[src/rtl/clock_gating_ctrl_multi.sv]
// rtl/clock_gating_ctrl_multi.sv - multi-channel idle-hysteresis clock gating controller
module clock_gating_ctrl_multi #(
    parameter int NUM_CH      = 4,
    parameter int IDLE_CYCLES = 8,
    parameter int WAKE_CYCLES = 2,
    localparam int MAX_CNT    = (IDLE_CYCLES > WAKE_CYCLES) ? IDLE_CYCLES : WAKE_CYCLES,
    localparam int CNT_W      = $clog2(MAX_CNT + 1)
) (
    input  logic              clk_i,
    input  logic              rst_ni,
    input  logic              scan_cg_en_i,
    input  logic [NUM_CH-1:0] busy_i,
    input  logic [NUM_CH-1:0] force_on_i,
    output logic [NUM_CH-1:0] clk_o,
    output logic [NUM_CH-1:0] ready_o,
    output logic [NUM_CH-1:0] gated_o
);

    typedef enum logic [1:0] {
        ST_RUN  = 2'd0,
        ST_IDLE = 2'd1,
        ST_OFF  = 2'd2,
        ST_WAKE = 2'd3
    } state_t;

    localparam logic [CNT_W-1:0] IDLE_LAST = CNT_W'(IDLE_CYCLES - 1);
    localparam logic [CNT_W-1:0] WAKE_LAST = CNT_W'(WAKE_CYCLES);
    localparam logic [CNT_W-1:0] CNT_ONE   = CNT_W'(1);

    for (genvar c = 0; c < NUM_CH; c++) begin : g_ch
        state_t           state;
        state_t           state_nxt;
        logic [CNT_W-1:0] cnt;
        logic [CNT_W-1:0] cnt_nxt;
        logic             act;
        logic             en;
        logic             ready_nxt;
        logic             gated_nxt;
        logic             ready_q;
        logic             gated_q;
        logic             latch_q;

        assign act = busy_i[c] | force_on_i[c];

        // State, counter and registered status flags; reset returns the channel to RUN
        always_ff @(posedge clk_i or negedge rst_ni) begin
            if (!rst_ni) begin
                state   <= ST_RUN;
                cnt     <= '0;
                ready_q <= 1'b1;
                gated_q <= 1'b0;
            end else begin
                state   <= state_nxt;
                cnt     <= cnt_nxt;
                ready_q <= ready_nxt;
                gated_q <= gated_nxt;
            end
        end

        // Next state: idle hysteresis into OFF, fixed wake-up delay back to RUN
        always_comb begin
            state_nxt = state;
            cnt_nxt   = cnt;
            case (state)
                ST_RUN: begin
                    if (!act) begin
                        if (IDLE_CYCLES == 1) begin
                            state_nxt = ST_OFF;
                        end else begin
                            state_nxt = ST_IDLE;
                            cnt_nxt   = CNT_ONE;
                        end
                    end
                end
                ST_IDLE: begin
                    if (act) begin
                        state_nxt = ST_RUN;
                        cnt_nxt   = '0;
                    end else if (cnt == IDLE_LAST) begin
                        state_nxt = ST_OFF;
                        cnt_nxt   = '0;
                    end else begin
                        cnt_nxt = cnt + CNT_ONE;
                    end
                end
                ST_OFF: begin
                    if (act) begin
                        if (WAKE_CYCLES == 0) begin
                            state_nxt = ST_RUN;
                        end else begin
                            state_nxt = ST_WAKE;
                            cnt_nxt   = CNT_ONE;
                        end
                    end
                end
                ST_WAKE: begin
                    // activity is deliberately ignored until the clock is stable again
                    if (cnt == WAKE_LAST) begin
                        state_nxt = ST_RUN;
                        cnt_nxt   = '0;
                    end else begin
                        cnt_nxt = cnt + CNT_ONE;
                    end
                end
                default: begin
                    state_nxt = ST_RUN;
                    cnt_nxt   = '0;
                end
            endcase
        end

        // Outputs: cell enable from current state, status flags pre-decoded from next state
        always_comb begin
            en        = (state != ST_OFF);
            ready_nxt = (state_nxt == ST_RUN) || (state_nxt == ST_IDLE);
            gated_nxt = (state_nxt == ST_OFF);
        end

        // Gating latch: transparent in the low phase so enable changes never chop a high pulse
        always_latch begin
            if (!clk_i) begin
                latch_q <= en | scan_cg_en_i | ~rst_ni;
            end
        end

        assign clk_o[c]   = clk_i & latch_q;
        assign ready_o[c] = ready_q;
        assign gated_o[c] = gated_q;
    end

endmodule

[config.mk]
export PLATFORM = sky130hd
export DESIGN_NAME = clock_gating_ctrl_multi
export DESIGN_NICKNAME = d
export VERILOG_FILES = /design/src/rtl/clock_gating_ctrl_multi.sv
export SDC_FILE = /design/constraint.sdc
export NUM_CORES = 1
export LEC_CHECK = 0
export BUFFER_PORTS_ARGS = -buffer_cell sky130_fd_sc_hd__buf_2
export CAP_MARGIN = 10
export CORE_ASPECT_RATIO = 1.75
export CORE_MARGIN = 4
export CORE_UTILIZATION = 35
export CTS_CLUSTER_SIZE = 12
export DETAILED_ROUTE_END_ITERATION = 10
export PLACE_DENSITY = 0.62
export SLEW_MARGIN = 30
export SYNTH_ARGS = -nofsm -noshare
export SYNTH_HDL_FRONTEND = slang
export SYNTH_SLANG_ARGS = --single-unit
[constraint.sdc]
create_clock -name clk_i -period 3.6 [get_ports clk_i]
set_clock_uncertainty 0.15 [all_clocks]
set_input_delay 0.36 -clock clk_i [delete_from_list [all_inputs] [get_ports clk_i]]
set_output_delay 0.36 -clock clk_i [all_outputs]
set_load 0.05 [all_outputs]
Word-level counts from Yosys, hierarchy flattened --
Cells that the tools add are included.
Word-level totals: register bits after elaboration 32, bits in latches 4, RAM bits 0, bits in read-only memories 0, input bits 11, output and inout port bits 12, memories kept 0
Cells by class: $add $sub $neg 4, multipliers 0, divide/modulo/power cells 0, $lt $le $gt $ge 0, equal/unequal tests 40, shift-type cells 0, multiplexer cells 52, bitwise operators 17, reductions and logical operators 16
Operator list (count):
- 4-bit 2-to-1 mux | 20
- 4-bit case mux with 4 select lines | 4
- 2-bit 2-to-1 mux | 20
- 2-bit case mux with 4 select lines | 4
- 2-bit equality test (second input constant) | 12
- 2-bit != test (second input constant) | 12
- 4-bit by 1-bit adder with 4-bit output (second input constant) | 4
- 2-bit by 1-bit equality test with 1-bit output (second input constant) | 8
- 4-bit by 2-bit equality test with 1-bit output (second input constant) | 4
- 4-bit by 3-bit equality test with 1-bit output (second input constant) | 4
- 2-bit zero test | 8
- 1-bit bitwise OR | 12
- 2-bit AND reduction | 4
- 1-bit bitwise AND | 4
- 1-bit logical OR | 4
- 1-bit 2-to-1 mux | 4
- 1-bit inverter | 1

Depth between registers and ports, before layout --
depth in word-level cells 6, mapped depth 6

==> impl.org <==
** Status
- Status :: finished clean

** Routing
- After the first detailed-routing iteration, the DRC count stood at 74.
- Summed over all layers, the routed wires come to between 3000 and 4000 um.
- Detailed-route via count :: 1537
- After detailed routing, the number of remaining DRC violations is 0.
- The first TritonRoute pass finished after 4 iterations.
- DR vias/cell :: ~5
- Antenna-violating nets left :: 0
- After detailed routing, the average wire length per cell comes to between 10 and 15 um.

** Critical path
- Biggest fanout along the worst timing path :: 1
- By startpoint and endpoint, the worst setup path is classified as latch -> out.
- In this run the worst setup path begins at g_ch[1].latch_q.
- In this run the critical register-to-register path is launched from g_ch[1].state[0].
- STA classifies the critical path startpoint as a latch.
- Critical path data arrival time :: 2.97 ns
- Required time of the worst setup path :: about 3 ns
- Crit path capture type :: output pin

** Synth
- The synthesized design contains 0 enable-type register cells.
- The mapped netlist covers 1950 um^2.
- Post-Synthesis Net Count :: roughly 220
- Number of warnings reported in the yosys synthesis log :: 0
- Post-synth ARST share :: 0.889
- The share of synthesized area in the top cell type comes to 0.359.
- Among all flip-flop cells after synthesis, the most frequent one is sky130_fd_sc_hd__dfrtp_1.
- Dividing the synthesized area by the synthesized cell count gives 9.52 um^2.
- Yosys attributes the largest share of cell area to sky130_fd_sc_hd__dfrtp_1 (36%), sky130_fd_sc_hd__dfstp_2 (5.4%), sky130_fd_sc_hd__ha_1 (5.1%).
- Number of cells produced by synthesis :: 205
- Counting flops and latches in the post-synthesis netlist gives 36.
- The number of different library cells used by synthesis comes to 47.
- sky130_fd_sc_hd__dfrtp_1 takes more of the synthesized area than any other cell.

** Placed design
- The congestion estimate from routability-driven global placement came to approximately 0.8.
- Half-perimeter wire length of the detailed placement result :: approximately 2800 um
- Quantity of I/O buffers inserted on ports :: 22

** Final layout
- In the final layout, the share of cells above drive strength 1 is 0.220.
- Number of antenna diodes :: 0
- Synthesis-to-layout area growth :: 19.4%
- After the last flow step, the layout net total stands at roughly 250.
- Leaving out fill and tap cells, the most frequent cell in the layout is sky130_fd_sc_hd__dfrtp_1.
- In the layout the commonest cells are sky130_fd_sc_hd__dfrtp_1 (28), sky130_fd_sc_hd__buf_2 (22), sky130_fd_sc_hd__nor2_1 (19), sky130_fd_sc_hd__nand2_1 (18), sky130_fd_sc_hd__inv_1 (12).

** Floorplanning
- Core Region :: around 5300 um^2
- Row cnt :: 35
- Starting density of the core :: 0.365
- I/O pin total :: 23
- In this run the horizontal extent of the chip is around 64 um.
- Floorplan die height :: 107 um
- The floorplan step defined a die boundary enclosing 6880 um^2.

** Global routing
- Maximum number of pins on one net before global-route repair :: 33
- For this run the aggregate overflow at the end of global routing stands at 0.
- The first global-routing pass estimated between 6000 and 7000 um of wire.
- Via count of the first global-routing pass :: 1566
- Antenna violations before repair :: 0
- For this run, the total global-route usage over all layers was measured as 0.121.

** Timing
- Total of endpoints with negative setup slack in the final report :: 0
- Unrepaired setup endpoints after global routing :: false
- The total count of hold-check failures in the final report is 0.
- Final max-slew violation count :: 0
- Slew headroom :: 0.678
- Least-Margin Pin Slew :: roughly 0.48 ns
- Total negative setup slack :: 0 ns
- Smallest hold slack :: 0.120 ns

** Pwr
- Leakage power summed over all cells :: ~1.0 nW
- For this design the ratio of total power to cell area is roughly 620 nW/um^2.
- Largest vdd supply drop :: between 150 and 200 uV

** CTS
- After clock tree synthesis, the repair step resized 0 gates.
- Clock-pin slew was measured on the worst setup and hold paths at around 0.07 ns.
- TritonCTS built the clock tree.
- For the worst-skew pair, the clock arrives at the later sink with an insertion delay of 0.39 ns.

** Run
- Max-cap violations :: 0

** Worst hold path
- In this run the most critical hold path is launched from busy_i[0].
- The path class of the tightest hold or removal check is in -> reg.
-- kinds of logic (layout without fill, tap and decap cells) --
logic type               count (synthesis)  count (layout)  share of synthesized area
multiplexers                             3               3                     0.0167
flip-flops                              32              32                      0.413
AO/OA/AOI/OAI                           52              52                      0.211
buffers and inverters                   27              54                     0.0699
latches                                  4               4                     0.0308
XOR/XNOR                                 4               4                     0.0180
AND/OR/NAND/NOR                         75              75                      0.189
adder cells (fa/ha/maj)                  8               8                     0.0513
-- sequential cells by signal, summed over array words and instances (netlist names) --
register      cells
g_ch.gated_q      4
g_ch.cnt         16
g_ch.latch_q      4
g_ch.state        8
g_ch.ready_q      4
-- synth_stat cells (all sizes together), types with 5 or more instances --
master / number
a211oi: 5
ha: 8
nand3: 8
dfrtp: 28
buf: 10
o21a: 7
nor3: 10
nor2b: 5
nand2: 18
o21ai: 13
nor2: 21
inv: 14
-- final timing paths --
| path | end | slack, ns | cells after the start |
|---|---|---|---|
| min in group asynchronous | g_ch[2].state[0] | 0.40 | 3 |
| max in group asynchronous | g_ch[3].ready_q | 2.57 | 3 |
| worst max register to register | g_ch[1].latch_q | 0.80 | 2 |
| worst min-delay path | g_ch[0].gated_q | 0.12 | 3 |
| worst max-delay path | clk_o[1] | 0.12 | 2 |
| worst min register to register | g_ch[3].cnt[2] | 0.38 | 1 |
-- worst max-delay path, stage by stage, from the launching register on --
cell	delay [ns]
sky130_fd_sc_hd__dlxtn_1	0.38
sky130_fd_sc_hd__and2_1	0.11
sky130_fd_sc_hd__buf_2	0.26
-- where the power goes --
part / internal, mW / switching, mW
registers: 0.418 / 0.0378
logic: 0.0527 / 0.0755
clock network: 0.499 / 0.372
-- area by class of cell --
type / count / area [um^2]
fillers: 551 / 3010
multi-input cells: 142 / 948
flip-flops and latches: 36 / 866
clock buffers: 14 / 148
repair buffers: 22 / 128
well taps: 74 / 92.6
clock inverters: 3 / 90.1
inverters: 15 / 56.3
-- metal layers --
layer / share of wire / vias up / GRT usage
li1: - / 765 / -
met1: 0.39 / 735 / 0.105
met2: 0.54 / 28 / 0.216
met3: 0.047 / 9 / 0.0514
met4: 0.022 / 0 / 0.0877
met5: 0 / - / 0
-- what timing repair did --
action                    in CTS  in global routing
buffers inserted               0                  0
hold endpoints to repair      29                  0
hold buffers                   3                  0
-- stage by stage --
stage                     setup WS (ns)  cell area [um^2]  instances  total power, mW   util
after detailed placement          0.572              2080        290            0.834  0.389
after global routing             0.0617              2330        306             1.53  0.436
after floorplan                   0.506              1950        205            0.755      -
after global placement            0.574              2080        290            0.828  0.389
after CTS                         0.104              2330        306             1.48  0.436
final                             0.124              2330        306             1.45  0.436
No activity file was read; power rests on OpenSTA's default activity.
